[src/rtl/serial_arith_pkg.sv]
// Shared definitions for the bit-serial arithmetic blocks (adder now,
// subtractor and multiplier later): FSM state encodings and state type.
package serial_arith_pkg;

  localparam logic [1:0] ST_IDLE = 2'b00;
  localparam logic [1:0] ST_RUN  = 2'b01;
  localparam logic [1:0] ST_DONE = 2'b10;

  typedef enum logic [1:0] {
    IDLE = ST_IDLE,
    RUN  = ST_RUN,
    DONE = ST_DONE
  } sa_state_t;

endpackage

[src/rtl/full_adder_bit.sv]
// Gate-level one-bit full adder: two xor/and half-adder stages whose
// generate terms are or-ed into the carry out.
module full_adder_bit (
  input  logic a,
  input  logic b,
  input  logic cin,
  output logic s,
  output logic co
);

  logic p;
  logic g0;
  logic g1;

  xor u_x0 (p, a, b);
  and u_a0 (g0, a, b);
  xor u_x1 (s, p, cin);
  and u_a1 (g1, p, cin);
  or  u_o0 (co, g0, g1);

endmodule

[src/rtl/serial_adder.sv]
// Bit-serial WIDTH-bit adder: one full-adder cell plus a carry flop, LSB first,
// one bit per clock; result and carry-out are held until the next completion.
module serial_adder
  import serial_arith_pkg::*;
#(
  parameter int WIDTH = 8
) (
  input  logic             clk,
  input  logic             rst,
  input  logic             start,
  input  logic [WIDTH-1:0] A,
  input  logic [WIDTH-1:0] B,
  output logic             busy,
  output logic             done,
  output logic [WIDTH-1:0] sum,
  output logic             cout,
  output logic [1:0]       dbg_state
);

  localparam int CW = $clog2(WIDTH + 1);
  localparam logic [CW-1:0] LAST = CW'(WIDTH - 1);

  logic [1:0]       state;
  logic [WIDTH-1:0] opa;
  logic [WIDTH-1:0] opb;
  logic [WIDTH-1:0] acc;
  logic [WIDTH-1:0] acc_next;
  logic             carry;
  logic [CW-1:0]    cnt;
  logic             s;
  logic             co;

  full_adder_bit u_fa (
    .a   (opa[0]),
    .b   (opb[0]),
    .cin (carry),
    .s   (s),
    .co  (co)
  );

  // New sum bit enters at the MSB so after WIDTH shifts bit 0 sits at the LSB.
  generate
    if (WIDTH == 1) begin : g_acc_w1
      assign acc_next = s;
    end else begin : g_acc_wn
      assign acc_next = {s, acc[WIDTH-1:1]};
    end
  endgenerate

  // Handshake: start is a request sampled only in IDLE or DONE (ignored in RUN);
  // A/B are captured on that same edge. done is a one-cycle Moore pulse marking
  // the first cycle in which sum/cout hold the new result.
  always_ff @(posedge clk) begin
    if (rst) begin
      state <= ST_IDLE;
      opa   <= '0;
      opb   <= '0;
      acc   <= '0;
      carry <= 1'b0;
      cnt   <= '0;
      sum   <= '0;
      cout  <= 1'b0;
    end else begin
      case (state)
        ST_IDLE, ST_DONE: begin
          if (start) begin
            state <= ST_RUN;
            opa   <= A;
            opb   <= B;
            carry <= 1'b0;
            cnt   <= '0;
          end else begin
            state <= ST_IDLE;
          end
        end
        ST_RUN: begin
          acc   <= acc_next;
          opa   <= opa >> 1;
          opb   <= opb >> 1;
          carry <= co;
          cnt   <= cnt + CW'(1);
          if (cnt == LAST) begin
            state <= ST_DONE;
            sum   <= acc_next;
            cout  <= co;
          end
        end
        default: state <= ST_IDLE;
      endcase
    end
  end

  assign busy      = (state == ST_RUN);
  assign done      = (state == ST_DONE);
  assign dbg_state = state;

endmodule

[config.mk]
export PLATFORM = sky130hd
export DESIGN_NAME = serial_adder
export DESIGN_NICKNAME = d
export VERILOG_FILES = /design/src/rtl/serial_arith_pkg.sv /design/src/rtl/full_adder_bit.sv /design/src/rtl/serial_adder.sv
export SDC_FILE = /design/constraint.sdc
export NUM_CORES = 1
export LEC_CHECK = 0
export CAP_MARGIN = 20
export CORE_MARGIN = 2
export CORE_UTILIZATION = 40
export DETAILED_ROUTE_END_ITERATION = 16
export SETUP_SLACK_MARGIN = 0.05
export SKIP_CTS_REPAIR_TIMING = 1
export SLEW_MARGIN = 5
export SYNTH_ARGS = -nofsm -noshare
export SYNTH_HDL_FRONTEND = slang
export SYNTH_SLANG_ARGS = --single-unit
[constraint.sdc]
create_clock -name clk -period 2.1 [get_ports clk]
set_input_delay 0.42 -clock clk [delete_from_list [all_inputs] [get_ports clk]]
set_output_delay 0.42 -clock clk [all_outputs]
set_load 0.05 [all_outputs]
==> metrics.csv, run 1 <==
metric;value;unit
die width;67.84;µm
Post-Place Worst Slack;405.2;ps
vias per cell;5.279;
main flop type after synthesis;dfxtp_1;
number of I/O port buffers;31;
flops & latches, synth;39;
setup tns final;0;ps
max-cap viol count;0;
number of top-level pins;32;
synth cell count leaders;dfxtp_1, a21oi_1, nand2b_1;
largest family of logic cells by synthesized area;simple AND/OR/NAND/NOR gates;
WP depth;1;
top cells by area, synth;dfxtp_1, a21oi_1, nand2b_1;
Area growth, synth to finish;29.47;%
slowest cell delay on critical path;830;ps
Finished Core Util;0.5315;
Worst Hold End;acc[1];
async set-or-reset flop fraction in the synthesized netlist;0;
Hold Fails Final Rpt;0;
Synth area leader;dfxtp_1;
worst-path fanout max;5;
vias in the first global route;1296;
Worst Skew;4.919;ps
Hold WS;456.5;ps
Post-synth EDFFs;0;
drt pass-1 iters;4;
core area;3971;µm²
Seq/Total Area, Yosys;0.4789;
global-route wire length before repair;5540;µm
Slew headroom;0.6642;
initial antenna violation count;0;
Hold Crit Class;reg -> reg;
RSZ-0062 raised after global routing;false;
fmax;0.5164;GHz
power density over the cells;758.3;nW/µm²
fin. max-slew vios;0;
clk slew on worst S/H paths;70;ps
FF-to-FF path depth;4;
TritonCTS clock tree;built;
nets@finish;228;
clock root buffer;clkbuf_8;
GRT Residual Overflow;0;
top cell type's share of synthesized area;0.4789;
hold path start;acc[1];
CP bufs+invs;1;
status;complete, no violations;
initial DRC count;36;
# diodes;0;
Total GRT Usage;0.1592;
Adder-Cell Fraction of Synth Area;0.01995;
synthesized area;1630;µm²
clock latency on the worst-skew pair;280;ps
die height;67.84;µm
hpwl dp;2128;µm
layout cells sized above 1;0.1010;
hold depth;2;
Reg-to-Reg Start;dbg_state[1];
Post-Synth XOR/XNOR Area;0;
Final Setup Violations;0;
drt total wl;3170;µm
critical path type;reg -> out;
post-DR wirelength/cell;12.29;µm
total die area;4602;µm²
clk buf depth;2;
Synth Net Count;198;
largest net degree at the start of global routing;32;
area of the multi-input gates;765.7;µm²
Remaining DRCs;0;
Final WS setup;163.7;ps
Fill cells;351;
startpoint types;flip-flop;
minimum clock period;1936;ps
reg2reg setup slack;640;ps
maximum vdd drop;0.0003373;V
mux cell area share after synthesis;0.06907;
Finished Cell Area;2111;µm²
Synthesis Warnings;0;
Setup crit end kind;output pin;
row cnt;23;
flip-flop and latch area;780.7;µm²
most frequent cell after synthesis;dfxtp_1;
Clock Sinks;39;
Initial Utilization;0.4105;
Routed Antenna Nets;0;
Pleak;0.7541;nW
htree depth;2;
worst path cell trace;clkdlybuf4s50_1;
crit share post-route;0.9221;
compound-gate portion of the synthesized area;0.1581;
delay-heaviest family, CP;buffers and inverters;
Worst Path Arrival;1520;ps
Synth Instances;177;
Worst Tran Pin Value;502.9;ps
TritonCTS Buffers;5;
via count;1362;
gpl congestion;0.7178;
CP required;1680;ps
worst reg2reg path endpoint;cnt[2];
Syn Area/Cell;9.211;µm²
Post-Synth Simple-Gate Area;0.2226;
post-synth cell types;24;
Slowest-stage cell, CP;clkdlybuf4s50_1;
dpl cell area;1991;µm²
## flip-flops by register name (all words and copies together), names as in the netlist
register	flops
acc	7
dbg_state	2
sum	8
opa	8
cout	1
cnt	4
carry	1
opb	8
## cells in the final DEF (no fill, tap or decap), drive strengths merged, types with 2 or more instances in the layout
cell,n
nor2b,2
a22oi,14
a21oi,28
mux2,2
mux2i,9
clkbuf,6
clkdlybuf4s50,29
nand2,18
nand3,19
dfxtp,39
buf,7
nand2b,21
nor2,3
## where the power goes
group	internal, mW	switching, mW	leakage (nW)
registers	0.766	0.0169	0.317
logic	0.0856	0.0995	0.376
clock network	0.384	0.248	0.0612
## worst max path at each step
stage | startpoint | endpoint
2_1_floorplan | dbg_state[1] | done
3_3_place_gp | dbg_state[0] | done
3_5_place_dp | start | opb[0]
4_1_cts | dbg_state[0] | done
5_1_grt | dbg_state[0] | dbg_state[0]
6_report | dbg_state[0] | dbg_state[0]
## cell type report
type / count / share of cell area
Clock buffer: 6 / 0.03912
Timing Repair Buffer: 37 / 0.1802
Clock inverter: 2 / 0.01660
Multi-Input combinational cell: 123 / 0.3628
Sequential cell: 39 / 0.3699
Inverter: 1 / 0.001778
Tap cell: 50 / 0.02964
## logic make-up after synthesis
kind of cell	after synthesis
adders and majority gates	2
and+or+nand+nor	67
muxes	11
AOI/OAI and AO/OA	43
DFF	39
buffers and inverters	15
## through the flow
stage | total power [mW] | std cells
after floorplan | 0.9158 | 177
final | 1.601 | 258
after global placement | 0.9804 | 250
after detailed placement | 0.9865 | 250
after CTS | 1.618 | 258
after global routing | 1.675 | 258
## metal layers
metal	track usage	routed length (µm)
met3	0.05428	145
met2	0.2966	1619
met5	0	0
met4	0.05500	31
met1	0.1655	1374
Note: power is estimated with default switching activity, not from simulation.
==> inputs of run 2 (changes only) <==
--- a/config.mk
+++ b/config.mk
@@ -6,6 +6,7 @@
 export NUM_CORES = 1
 export LEC_CHECK = 0
 export CAP_MARGIN = 20
+export CORE_ASPECT_RATIO = 0.6
 export CORE_MARGIN = 2
 export CORE_UTILIZATION = 40
 export DETAILED_ROUTE_END_ITERATION = 16
==> run 2 against run 1 <==
Wire length is 8.5% higher. Hold slack hardly changed. Clock-buffer cell count stayed put. Largest cell class unchanged. Largest power group unchanged.
==> metrics.csv, run 2 (synthesis results as in run 1) <==
metric;value;unit;change
reg2reg setup slack;500;ps;-140 ps
most frequent cells in the layout;dfxtp_1, clkdlybuf4s50_1, a21oi_1, nand2b_1, nand3_1;;
hold depth;2;;unchanged
GRT Residual Overflow;0;;unchanged
Slew headroom;0.6657;;+0.001472
clock root buffer;clkbuf_8;;
dpl cell area;1979;µm²;-0.57%
Worst Skew;2.266;ps;-2.653 ps
biggest regs;opa x8, opb x8, sum x8;;
Worst Path Arrival;1510;ps;about the same
Fill cells;371;;+5.7%
combinational power share;0.127;;+0.011
Clock Sinks;39;;unchanged
Hold Fails Final Rpt;0;;unchanged
fin. max-slew vios;0;;unchanged
Final Setup Violations;0;;unchanged
htree depth;2;;unchanged
vias per cell;5.344;;+1.2%
TritonCTS clock tree;built;;
Remaining DRCs;0;;unchanged
worst-path fanout max;5;;unchanged
clk buf depth;2;;unchanged
minimum clock period;1932;ps;-4.633 ps
Slowest-stage cell, CP;clkdlybuf4s50_1;;
Area growth, synth to finish;26.94;%;
status;complete, no violations;;
crit share post-route;0.9199;;-0.002206
critical path type;reg -> out;;
die width;86.42;µm;+27%
RSZ-0062 raised after global routing;false;;
Setup crit end kind;output pin;;
worst reg2reg path endpoint;cnt[2];;
power density over the cells;709.7;nW/µm²;-6.4%
Hold Crit Class;reg -> reg;;
Worst Hold End;acc[1];;
drt pass-1 iters;4;;unchanged
row cnt;17;;-26%
CP required;1680;ps;about the same
worst path cell trace;clkdlybuf4s50_1;;
NetSw;360.0;µW;-1.3%
post-DR wirelength/cell;13.60;µm;+11%
max-cap viol count;0;;unchanged
Routed Antenna Nets;0;;unchanged
setup tns final;0;ps;unchanged
fmax;0.5177;GHz;+0.24%
largest net degree at the start of global routing;50;;+56%
layout cells sized above 1;0.09223;;-0.008729
via count;1352;;-0.73%
number of I/O port buffers;31;;unchanged
Clock Power Share;0.340;;-0.055
initial antenna violation count;0;;unchanged
slowest cell delay on critical path;830;ps;about the same
Pleak;0.7352;nW;-2.5%
maximum vdd drop;0.0003025;V;-10%
vias in the first global route;1290;;-0.46%
CP bufs+invs;1;;unchanged
Reg-to-Reg Start;dbg_state[1];;
hold path start;acc[1];;
startpoint types;flip-flop;;
hpwl dp;2310;µm;+8.5%
Worst Tran Pin Value;500.7;ps;-2.205 ps
Finished Cell Area;2069;µm²;-2.0%
clock latency on the worst-skew pair;280;ps;about the same
Total GRT Usage;0.1612;;+0.001976
delay-heaviest family, CP;buffers and inverters;;
total die area;4619;µm²;+0.37%
nets@finish;227;;-0.44%
clk slew on worst S/H paths;70;ps;about the same
# diodes;0;;unchanged
commonest non-fill, non-tap cell in the layout;dfxtp_1;;
die height;53.45;µm;-21%
Sequential Power Share;0.533;;+0.044
sw frac;0.2451;;+0.01722
drt total wl;3440;µm;+8.5%
core area;3786;µm²;-4.7%
Initial Utilization;0.4306;;+0.02008
TritonCTS Buffers;5;;unchanged
cell-internal power;1.109;mW;-10%
number of top-level pins;32;;unchanged
gpl congestion;0.6604;;-8.0%
global-route wire length before repair;5713;µm;+3.1%
FF-to-FF path depth;5;;+1
initial DRC count;49;;+36%
run 2: changes by cell type in the layout (fill, tap and decap cells not counted):
cell	change
bufinv_16	-1
buf_4	-1
run 2: layout make-up:
| cell class | count | area [µm²] | share of cell area |
|---|---|---|---|
| Sequential cell | 39 | 780.7 | 0.3773 |
| Multi-Input combinational cell | 123 | 765.7 | 0.3700 |
| Timing Repair Buffer | 36 | 372.9 | 0.1802 |
| Clock buffer | 6 | 82.58 | 0.03990 |
| Tap cell | 47 | 58.81 | 0.02842 |
| Clock inverter | 1 | 5.005 | 0.002418 |
| Inverter | 1 | 3.754 | 0.001814 |
run 2: stage by stage:
step           worst slack [ps]  std cells  hold WS (ps)    util  total power [mW]
2_1_floorplan             277.2        177         436.8       -            0.9158
6_report                  168.3        253         456.7  0.5466             1.469
3_5_place_dp              369.1        246         447.0  0.5228            0.9872
3_3_place_gp              431.4        246         447.2  0.5228            0.9805
4_1_cts                   93.50        253         457.6  0.5459             1.494
5_1_grt                   103.6        253         474.8  0.5466             1.550
run 2: per-layer routing:
| layer | global-route usage | share of wire |
|---|---|---|
| met4 | 0.05990 | 0.0099 |
| met5 | 0 | 0 |
| met2 | 0.2654 | 0.45 |
| met1 | 0.2011 | 0.48 |
| met3 | 0.04836 | 0.051 |
run 2: worst max path at each step:
stage,from,endpoint,slack (ps),cells after the start
floorplan,dbg_state[1],done,280,1
global route,dbg_state[0],dbg_state[0],100,1
detailed placement,start,opa[5],370,5
finish,dbg_state[0],dbg_state[0],170,1
global placement,start,opb[3],430,5
CTS,dbg_state[0],done,90,2
run 2: worst min-delay path, stage by stage, from the launching register on:
cell	delay (ps)
dfxtp_1	310
nand2_1	50
a21oi_1	50
run 2: power groups by stage:
stage | clock [mW] | combinational (mW) | sequential (mW)
6_report | 0.499 | 0.186 | 0.783
4_1_cts | 0.523 | 0.188 | 0.783
5_1_grt | 0.559 | 0.205 | 0.786
2_1_floorplan | 0 | 0.115 | 0.801
3_3_place_gp | 0 | 0.181 | 0.799
3_5_place_dp | 0 | 0.187 | 0.800
==> inputs of run 3 (changes only) <==
--- a/config.mk
+++ b/config.mk
@@ -6,13 +6,17 @@
 export NUM_CORES = 1
 export LEC_CHECK = 0
 export CAP_MARGIN = 20
-export CORE_ASPECT_RATIO = 0.6
+export CELL_PAD_IN_SITES_DETAIL_PLACEMENT = 1
+export CELL_PAD_IN_SITES_GLOBAL_PLACEMENT = 1
+export CORE_ASPECT_RATIO = 0.75
 export CORE_MARGIN = 2
 export CORE_UTILIZATION = 40
 export DETAILED_ROUTE_END_ITERATION = 16
+export PLACE_DENSITY_LB_ADDON = 0.1
 export SETUP_SLACK_MARGIN = 0.05
 export SKIP_CTS_REPAIR_TIMING = 1
 export SLEW_MARGIN = 5
 export SYNTH_ARGS = -nofsm -noshare
 export SYNTH_HDL_FRONTEND = slang
+export SYNTH_HIERARCHICAL = 1
 export SYNTH_SLANG_ARGS = --single-unit
==> run 3 against run 2 <==
Synthesized cell count is the same. Maximum frequency up 0.31%. Hold slack gained 11 ps. Global-route usage shrank 0.086 points. Sequential cell count unchanged. Non-clock buffer count unchanged. Final area is 0.18% higher. Cell count is 3.6% higher. Clock power fell by 4.0%.
==> metrics.csv, run 3 <==
metric;value;unit;change
gpl congestion;0.6978;;+5.7%
Syn Area/Cell;9.260;µm²;+0.54%
Pleak;0.7367;nW;+0.21%
critical path type;reg -> out;;
Fill cells;445;;+20%
total power;1.446;mW;-1.5%
initial DRC count;50;;+2.0%
hold depth;2;;unchanged
flops & latches, synth;39;;unchanged
async set-or-reset flop fraction in the synthesized netlist;0;;unchanged
area of the multi-input gates;763.2;µm²;-0.33%
hpwl dp;2296;µm;-0.62%
global-route wire length before repair;5844;µm;+2.3%
fin. max-slew vios;0;;unchanged
Finished Cell Area;2073;µm²;+0.18%
status;complete, no violations;;
die width;77.92;µm;-9.8%
power density over the cells;697.5;nW/µm²;-1.7%
worst path cell trace;clkdlybuf4s50_1;;
layout cells sized above 1;0.08696;;-0.005276
Setup crit end kind;output pin;;
WP depth;1;;unchanged
top cells by area, synth;dfxtp_1, a21oi_1, nand2b_1;;
post-synth cell types;25;;+4.2%
setup tns final;0;ps;unchanged
Synthesis Warnings;6;;+6
total die area;4631;µm²;+0.25%
die height;59.44;µm;+11%
post-DR wirelength/cell;13.13;µm;-3.4%
Worst Path Arrival;1510;ps;about the same
Worst Skew;8.631;ps;+6.366 ps
top cell type's share of synthesized area;0.4763;;-0.002559
Synth Instances;177;;unchanged
Finished Core Util;0.5178;;-0.02878
Clock Sinks;39;;unchanged
core area;4004;µm²;+5.8%
Area growth, synth to finish;26.49;%;
main flop type after synthesis;dfxtp_1;;
Post-Place Worst Slack;355.4;ps;-13.64 ps
RSZ-0062 raised after global routing;false;;
biggest regs;opa x8, opb x8, sum x8;;
clock latency on the worst-skew pair;280;ps;about the same
Worst Tran Pin Value;514.4;ps;+13.74 ps
vias per cell;5.095;;-4.6%
Hold Fails Final Rpt;0;;unchanged
htree depth;2;;unchanged
via count;1335;;-1.3%
minimum clock period;1926;ps;-6.021 ps
clock root buffer;clkbuf_8;;
# diodes;0;;unchanged
synthesized area;1639;µm²;+0.54%
Slowest-stage cell, CP;clkdlybuf4s50_1;;
maximum vdd drop;0.0004414;V;+46%
clk buf depth;2;;unchanged
max-cap viol count;0;;unchanged
row cnt;20;;+3
Slew headroom;0.6560;;-0.009687
vias in the first global route;1312;;+1.7%
number of top-level pins;32;;unchanged
CP required;1680;ps;about the same
Total GRT Usage;0.1603;;-0.0008643
Post-synth EDFFs;0;;unchanged
worst-path fanout max;5;;unchanged
fmax;0.5193;GHz;+0.31%
drt total wl;3440;µm;unchanged
slowest cell delay on critical path;830;ps;about the same
TritonCTS clock tree;built;;
Synth area leader;dfxtp_1;;
Initial Utilization;0.4094;;-0.02123
most frequent cells in the layout;dfxtp_1, clkdlybuf4s50_1, a21oi_1, nand2b_1, nand3_1;;
flip-flop and latch area;780.7;µm²;unchanged
GRT Residual Overflow;0;;unchanged
FF-to-FF path depth;4;;-1
Routed Antenna Nets;0;;unchanged
Final WS setup;174.3;ps;+6.021 ps
Hold Crit Class;reg -> reg;;
number of I/O port buffers;31;;unchanged
largest net degree at the start of global routing;50;;unchanged
drt pass-1 iters;4;;unchanged
CP bufs+invs;1;;unchanged
Synth Net Count;198;;unchanged
initial antenna violation count;0;;unchanged
delay-heaviest family, CP;buffers and inverters;;
Seq/Total Area, Yosys;0.4763;;-0.002559
nets@finish;227;;unchanged
Final Setup Violations;0;;unchanged
crit share post-route;0.9170;;-0.002867
synth cell count leaders;dfxtp_1, a21oi_1, nand2b_1;;
Remaining DRCs;0;;unchanged
clk slew on worst S/H paths;80;ps;about the same
dpl cell area;1987;µm²;+0.38%
TritonCTS Buffers;5;;unchanged
startpoint types;flip-flop;;
commonest non-fill, non-tap cell in the layout;dfxtp_1;;
most frequent cell after synthesis;dfxtp_1;;
==> run 3: cell count changes in the layout (fill, tap and decap cells not counted) <==
cell and change:
nand2b_1 +1, clkbuf_8 -1, mux2_1 +1, nand2b_2 -1, clkinv_2 +2, mux2_2 -1
==> run 3: cell families (layout without fill, tap and decap cells) <==
kind of cell / count (synthesis) / count (layout) / share of synthesized area
buffers and inverters: 15 / 45 / 0.05801
adder cells (fa/ha/maj): 2 / 2 / 0.01985
multiplexers: 11 / 11 / 0.06870
AO/OA/AOI/OAI: 43 / 43 / 0.1572
AND/OR/NAND/NOR: 67 / 67 / 0.2199
flip-flops: 39 / 39 / 0.4763
==> run 3: metrics by stage <==
step | std cells | hold WS [ps]
4_1_cts | 262 | 471.2
6_report | 262 | 467.4
5_1_grt | 262 | 483.7
3_3_place_gp | 254 | 447.6
2_1_floorplan | 177 | 436.8
3_5_place_dp | 254 | 459.2
==> run 3: worst paths after layout <==
check / slack, ps / from / endpoint
hold / removal: 470 / acc[1] / acc[1]
hold reg to reg: 470 / acc[1] / acc[1]
setup / recovery: 170 / dbg_state[0] / dbg_state[0]
setup reg to reg: 610 / dbg_state[1] / cnt[2]
==> run 3: cell type report <==
cell class / instances / share of cell area
inverter: 1 / 0.001810
tap: 55 / 0.03319
clock buffer: 5 / 0.03319
sequential: 39 / 0.3766
multi-input combinational: 123 / 0.3681
clock inverter: 3 / 0.007242
timing repair buffer: 36 / 0.1798
==> run 3: power breakdown <==
part           internal [mW]  leakage (nW)  switching (mW)
Sequential             0.766         0.317          0.0168
Combinational         0.0844         0.372           0.100
Clock                  0.227        0.0477           0.252
Total                   1.08         0.737           0.368
==> run 3: metal layers <==
metal | track usage | wire [µm]
met3 | 0.03963 | 133
met2 | 0.2635 | 1507
met4 | 0.04511 | 18
met5 | 0 | 0
met1 | 0.2131 | 1780
